--- config.mk ---
export PLATFORM = sky130hd
export DESIGN_NAME = note_spawn_scheduler
export DESIGN_NICKNAME = d
export VERILOG_FILES = /design/src/rtl/note_spawn_scheduler_pkg.sv /design/src/rtl/note_spawn_scheduler_pattern_rom.sv /design/src/rtl/note_spawn_scheduler.sv
export SDC_FILE = /design/constraint.sdc
export NUM_CORES = 1
export LEC_CHECK = 0
export BUFFER_PORTS_ARGS = -buffer_cell sky130_fd_sc_hd__buf_2
export CAP_MARGIN = 10
export CORE_ASPECT_RATIO = 0.9
export CORE_MARGIN = 4
export CORE_UTILIZATION = 33
export CTS_BUF_LIST = sky130_fd_sc_hd__clkbuf_8
export CTS_CLUSTER_SIZE = 10
export DETAILED_ROUTE_END_ITERATION = 8
export HOLD_SLACK_MARGIN = 0.02
export PLACE_DENSITY_LB_ADDON = 0.12
export SLEW_MARGIN = 20
export SYNTH_ARGS = -nofsm -noshare
export SYNTH_HDL_FRONTEND = slang
export SYNTH_SLANG_ARGS = --single-unit
--- constraint.sdc ---
create_clock -name clk -period 2.4 [get_ports clk]
set_input_delay 0.12 -clock clk [delete_from_list [all_inputs] [get_ports clk]]
set_output_delay 0.12 -clock clk [all_outputs]
set_load 0.05 [all_outputs]
--- src/rtl/note_spawn_scheduler_pkg.sv ---
// Shared types and constants for the note spawn scheduler: FSM states,
// the note generator position range, and the lane-mask type.
package note_spawn_scheduler_pkg;

    typedef enum logic [1:0] {
        ST_IDLE  = 2'd0,
        ST_PLAY  = 2'd1,
        ST_FETCH = 2'd2,
        ST_DONE  = 2'd3
    } state_e;

    localparam int LANE_POS_MIN = 180;
    localparam int LANE_POS_MAX = 196;
    localparam int LANE_STEP    = 4;

    // A note walks MIN..MAX inclusive, so it sees one strobe per position.
    localparam int LANE_STEPS_DEFAULT = (LANE_POS_MAX - LANE_POS_MIN) / LANE_STEP + 1;

    localparam int LANES_DEFAULT = 4;
    typedef logic [LANES_DEFAULT-1:0] lane_mask_t;

endpackage

--- src/rtl/note_spawn_scheduler_pattern_rom.sv ---
// Beat pattern ROM: maps a beat index to the mask of lanes spawned on that
// beat, with a registered (one-cycle latency) output.
module note_pattern_rom
    import note_spawn_scheduler_pkg::*;
#(
    parameter int                            NUM_LANES = LANES_DEFAULT,
    parameter int                            SONG_LEN  = 32,
    parameter logic [SONG_LEN*NUM_LANES-1:0] PATTERN   = '0
) (
    input  logic                 clk,
    input  logic                 resetn,
    input  logic [7:0]           addr_i,
    output logic [NUM_LANES-1:0] mask_o
);

    logic [NUM_LANES-1:0] mask_d;
    logic [NUM_LANES-1:0] mask_q;

    always_comb begin
        mask_d = '0;
        for (int b = 0; b < SONG_LEN; b++) begin
            if (addr_i == 8'(b)) begin
                mask_d = PATTERN[b*NUM_LANES +: NUM_LANES];
            end
        end
    end

    always_ff @(posedge clk or negedge resetn) begin
        if (!resetn) begin
            mask_q <= '0;
        end else begin
            mask_q <= mask_d;
        end
    end

    assign mask_o = mask_q;

endmodule

--- src/rtl/note_spawn_scheduler.sv ---
// Beat-paced note spawner: fetches a lane mask per beat and strobes each
// active lane on frame ticks until it retires. Optional: SONG_LOOP_EN.
module note_spawn_scheduler
    import note_spawn_scheduler_pkg::*;
#(
    parameter int                            NUM_LANES      = LANES_DEFAULT,
    parameter int                            TICKS_PER_BEAT = 8,
    parameter int                            SONG_LEN       = 32,
    parameter int                            LANE_STEPS     = LANE_STEPS_DEFAULT,
    parameter logic [SONG_LEN*NUM_LANES-1:0] PATTERN        = {SONG_LEN{NUM_LANES'(1)}}
) (
    input  logic                 clk,
    input  logic                 resetn,
    input  logic                 start,
    input  logic                 tick,
    output logic [NUM_LANES-1:0] map,
    output logic [NUM_LANES-1:0] lane_active,
    output logic [7:0]           beat_idx,
    output logic                 overrun,
    output logic                 song_done
);

    localparam int         CNT_W     = $clog2(LANE_STEPS + 1);
    localparam logic [7:0] LAST_TICK = 8'(TICKS_PER_BEAT - 1);
    localparam logic [7:0] LAST_BEAT = 8'(SONG_LEN - 1);

    state_e               state_q;
    logic [7:0]           beat_q;
    logic [7:0]           beat_d;
    logic [7:0]           tick_cnt_q;
    logic                 pending_q;
    logic                 overrun_q;
    logic                 song_done_q;
    logic [NUM_LANES-1:0] rom_mask;
    logic [NUM_LANES-1:0] spawn_mask;
    logic                 start_ok;
    logic                 step_ev;
    logic                 beat_end;
    logic                 song_end;
    wire  [NUM_LANES-1:0] strobe_w;
    wire  [NUM_LANES-1:0] active_w;

    always_comb begin
        start_ok   = start && (state_q == ST_IDLE || state_q == ST_DONE);
        // A tick caught during FETCH is replayed on the first PLAY cycle.
        step_ev    = (state_q == ST_PLAY && (tick || pending_q)) ||
                     (state_q == ST_DONE && tick);
        beat_end   = (state_q == ST_PLAY) && step_ev && (tick_cnt_q == LAST_TICK);
        song_end   = beat_end && (beat_q == LAST_BEAT);
        spawn_mask = (state_q == ST_FETCH) ? rom_mask : '0;
        beat_d     = beat_q;
        if (start_ok) begin
            beat_d = '0;
        end else if (beat_end && !song_end) begin
            beat_d = beat_q + 8'd1;
        end
`ifdef SONG_LOOP_EN
        else if (song_end) begin
            beat_d = '0;
        end
`endif
    end

    // The ROM is addressed with the next beat so its mask is ready in FETCH.
    note_pattern_rom #(
        .NUM_LANES(NUM_LANES),
        .SONG_LEN (SONG_LEN),
        .PATTERN  (PATTERN)
    ) u_rom (
        .clk   (clk),
        .resetn(resetn),
        .addr_i(beat_d),
        .mask_o(rom_mask)
    );

    always_ff @(posedge clk or negedge resetn) begin
        if (!resetn) begin
            state_q     <= ST_IDLE;
            beat_q      <= '0;
            tick_cnt_q  <= '0;
            pending_q   <= 1'b0;
            overrun_q   <= 1'b0;
            song_done_q <= 1'b0;
        end else begin
            beat_q <= beat_d;
            case (state_q)
                ST_IDLE: begin
                    if (start) begin
                        state_q    <= ST_FETCH;
                        tick_cnt_q <= '0;
                        overrun_q  <= 1'b0;
                    end
                end
                ST_FETCH: begin
                    state_q   <= ST_PLAY;
                    pending_q <= tick;
                    if (|(spawn_mask & active_w)) begin
                        overrun_q <= 1'b1;
                    end
                end
                ST_PLAY: begin
                    pending_q <= 1'b0;
                    if (beat_end) begin
                        tick_cnt_q <= '0;
                        if (song_end) begin
`ifdef SONG_LOOP_EN
                            state_q <= ST_FETCH;
`else
                            state_q     <= ST_DONE;
                            song_done_q <= 1'b1;
`endif
                        end else begin
                            state_q <= ST_FETCH;
                        end
                    end else if (step_ev) begin
                        tick_cnt_q <= tick_cnt_q + 8'd1;
                    end
                end
                ST_DONE: begin
                    if (start) begin
                        state_q     <= ST_FETCH;
                        tick_cnt_q  <= '0;
                        overrun_q   <= 1'b0;
                        song_done_q <= 1'b0;
                    end
                end
                default: state_q <= ST_IDLE;
            endcase
        end
    end

    for (genvar i = 0; i < NUM_LANES; i++) begin : g_lane
        logic [CNT_W-1:0] step_cnt_q;
        logic             active_q;
        logic             strobe_q;

        // The strobe that reaches LANE_STEPS is still issued; it also retires the lane.
        always_ff @(posedge clk or negedge resetn) begin
            if (!resetn) begin
                step_cnt_q <= '0;
                active_q   <= 1'b0;
                strobe_q   <= 1'b0;
            end else begin
                strobe_q <= 1'b0;
                if (spawn_mask[i]) begin
                    active_q   <= 1'b1;
                    step_cnt_q <= '0;
                end else if (step_ev && active_q) begin
                    strobe_q   <= 1'b1;
                    step_cnt_q <= step_cnt_q + CNT_W'(1);
                    if (step_cnt_q == CNT_W'(LANE_STEPS - 1)) begin
                        active_q <= 1'b0;
                    end
                end
            end
        end

        assign strobe_w[i] = strobe_q;
        assign active_w[i] = active_q;
    end

    assign map         = strobe_w;
    assign lane_active = active_w;
    assign beat_idx    = beat_q;
    assign overrun     = overrun_q;
    assign song_done   = song_done_q;

endmodule

==> impl_metrics.yaml <==
clock_tree:
  cts_root_buffer: "clkbuf_8"
  clk_latency_ns: 0.27
  htreeDepth: 1
  cts_sinks: 27
  clock_path_buffers: 2
  cts_buffers: 3
  clk_pin_slew_ns: 0.10
  cts_tree: "built"
  cts-resized-gates: 0
hold_path:
  hp-class: "in2reg"
sta:
  rsz0062_at_grt: "no"
  timing.final.crit_share_pct: 89.3
  hold_slack_ns: 0.154
  layout_min_cycle_time_ns: 2.14
  skew_ns: 0.00373
  hold_viol: 0
  slew_headroom_pct: 58.3
  fin_ws_ns: 0.257
  tightestPinTransition_ns: 0.625
  max_freq_ghz: 0.467
  setup-tns-final_ns: 0
  setup_violations: 0
  drv_slew: 0
die:
  row_count: 23
  initial_utilization_pct: 34.6
  die_y_um: 73.5
  ios: 22
  core_area_um2: 4550
  die_w_um: 80.8
  dieArea_um2: 5940
setup_path:
  worstPathRequired_ns: 2.60
  critPathArrivalTime_ns: 2.35
  critical_path_class: "reg2reg"
  cp_max_fo: 10
  worstSetupStartpointType: "register"
  reg2reg_slack_ns: 0.26
  end_kind: "register"
global_route:
  antenna_found_initial: 0
  grt_max_degree: 28
  grt_use_total_pct: 12.8
  grt_overflow_total: 0
  grt_pass1_vias: 1256
  grt_pass1_wl_mm: 6.01
finish:
  drive_gt1_share_pct: 14.5
  nets: 198
  fill_cells: 469
  seq_area_um2: 676
  antennaDiodeCount: 0
  multi_input_area_um2: 820
  area_delta_synth_final_pct: 10.7
  stdcell_area_um2: 1740
synth:
  yosysMostFrequentCell: "dfrtp_1"
  synth-seq-cells: 27
  synth_top_cell_by_area: "dfrtp_1"
  syn_area_per_cell_um2: 9.21
  synth_mux_area_share_pct: 2.54
  yosysWarningCount: 0
  syn_area_um2: 1580
  synthSimpleGateAreaFrac_pct: 21.5
  synth_compound_area_share_pct: 19.3
  ys_seq_area_share_pct: 42.9
  netlist_instances: 171
  synth_common_cells: "dfrtp_1, o21ai_0, nand2_1, a21oi_1, buf_4"
  synth_ff_type: "dfrtp_1"
  synth_top_family_by_area: "simple AND/OR/NAND/NOR gates"
  synth_area_leaders: "dfrtp_1, ha_1, o21ai_0, buf_4, nand2_1"
  synth_top_area_share_pct: 42.9
  synth-xor-area-share_pct: 1.67
  synth_fa_ha_area_share_pct: 5.56
  synth_cell_types: 41
  synth_edf_count: 0
  ys_async_sr_fraction_pct: 100
route:
  drt_iter0_drc: 99
  num_vias: 1317
  viasPerCell: 5.31
  drt-pass1-iter-count: 4
  route.detailed.drc: 0
  ant_nets: 0
  wl_per_cell_um: 14.3
  drt_wl_total_mm: 3.55
outcome:
  status: "completed"
power_and_ir_drop:
  p_leak_nw: 0.820
  peakVddDrop_mv: 0.343
  power_density_nw_per_um2: 832
placed_design:
  placement.io_buffers: 15
  post-dp-hpwl_mm: 2.56
  placed_area_um2: 1690
  routabilityCongestion: 0.770
  place_ws_ns: 0.292
job:
  max_cap_violations: 0
==> timing repair <==
item                                   in CTS  in global routing
buffers inserted                            0                  0
hold buffers                                1                  0
endpoints found under the hold margin      27                  0
==> cell type report <==
type                            instances  share of cell area, %
Clock buffer                            3                   2.37
Clock inverter                          1                  0.215
Inverter                                5                   1.08
Multi-Input combinational cell        131                   47.0
Sequential cell                        27                   38.7
Tap cell                               62                   4.45
Timing Repair Buffer                   19                   6.17
==> routing by layer <==
metal	wire [um]	global-route usage, %	up-vias
li1	-	-	644
met1	1740	17.4	635
met2	1650	20.8	36
met3	142	3.31	2
met4	10	2.25	0
met5	0	0	-
==> path summary, 6_finish.rpt <==
check | from | endpoint | cells past startpoint
worst min-delay path | tick | pending_q$_DFFE_PN0P_ | 3
worst max-delay path | tick_cnt_q[4]$_DFFE_PN0P_ | beat_idx[3]$_DFF_PN0_ | 4
min in group asynchronous | resetn | overrun$_DFFE_PN0P_ | 2
worst min register to register | tick_cnt_q[0]$_DFFE_PN0P_ | tick_cnt_q[0]$_DFFE_PN0P_ | 1
max in group asynchronous | resetn | song_done$_DFFE_PN0P_ | 2
worst max register to register | tick_cnt_q[4]$_DFFE_PN0P_ | beat_idx[3]$_DFF_PN0_ | 4
==> power breakdown <==
part	total [mW]	internal, mW	leakage [nW]	switching, mW
Sequential	0.586	0.523	0.354	0.0635
Combinational	0.603	0.204	0.439	0.399
Clock	0.262	0.115	0.0269	0.147
==> kinds of logic (layout without fill, tap and decap cells) <==
logic type | after synthesis | in the layout
AND/OR/NAND/NOR | 62 | 62
AO/OA/AOI/OAI | 49 | 49
flip-flops | 27 | 27
buffers and inverters | 18 | 28
adder cells (fa/ha/maj) | 7 | 7
multiplexers | 4 | 4
XOR/XNOR | 3 | 3
other | 1 | 6
==> cells in the final DEF (no fill, tap or decap), drive strengths merged, types with 6 or more instances in the layout <==
master   n
dfrtp   27
o21ai   18
buf     18
nand2   16
a21oi   10
nand3    7
nor2     7
ha       7
inv      6
conb     6
==> registers in the layout, summed over array words and instances (netlist names) <==
| register | count |
|---|---|
| u_rom.mask_o | 1 |
| g_lane.step_cnt_q | 3 |
| pending_q | 1 |
| g_lane.active_q | 1 |
| overrun | 1 |
| state_q | 2 |
| beat_idx | 8 |
| g_lane.strobe_q | 1 |
| song_done | 1 |
| tick_cnt_q | 8 |
==> critical path: stages (launching register included) <==
cell and delay (ns):
dfrtp_1 0.45, or3_4 0.42, or3_1 0.50, or4_1 0.54, a21oi_1 0.17
==> per-stage QoR <==
step / utilization, % / std cells / power (mW)
2_1_floorplan: - / 176 / 1.07
3_3_place_gp: 37.1 / 243 / 1.20
3_5_place_dp: 37.1 / 243 / 1.21
4_1_cts: 38.4 / 248 / 1.48
5_1_grt: 38.4 / 248 / 1.57
6_report: 38.4 / 248 / 1.45
(Power assumes the default switching activity.)
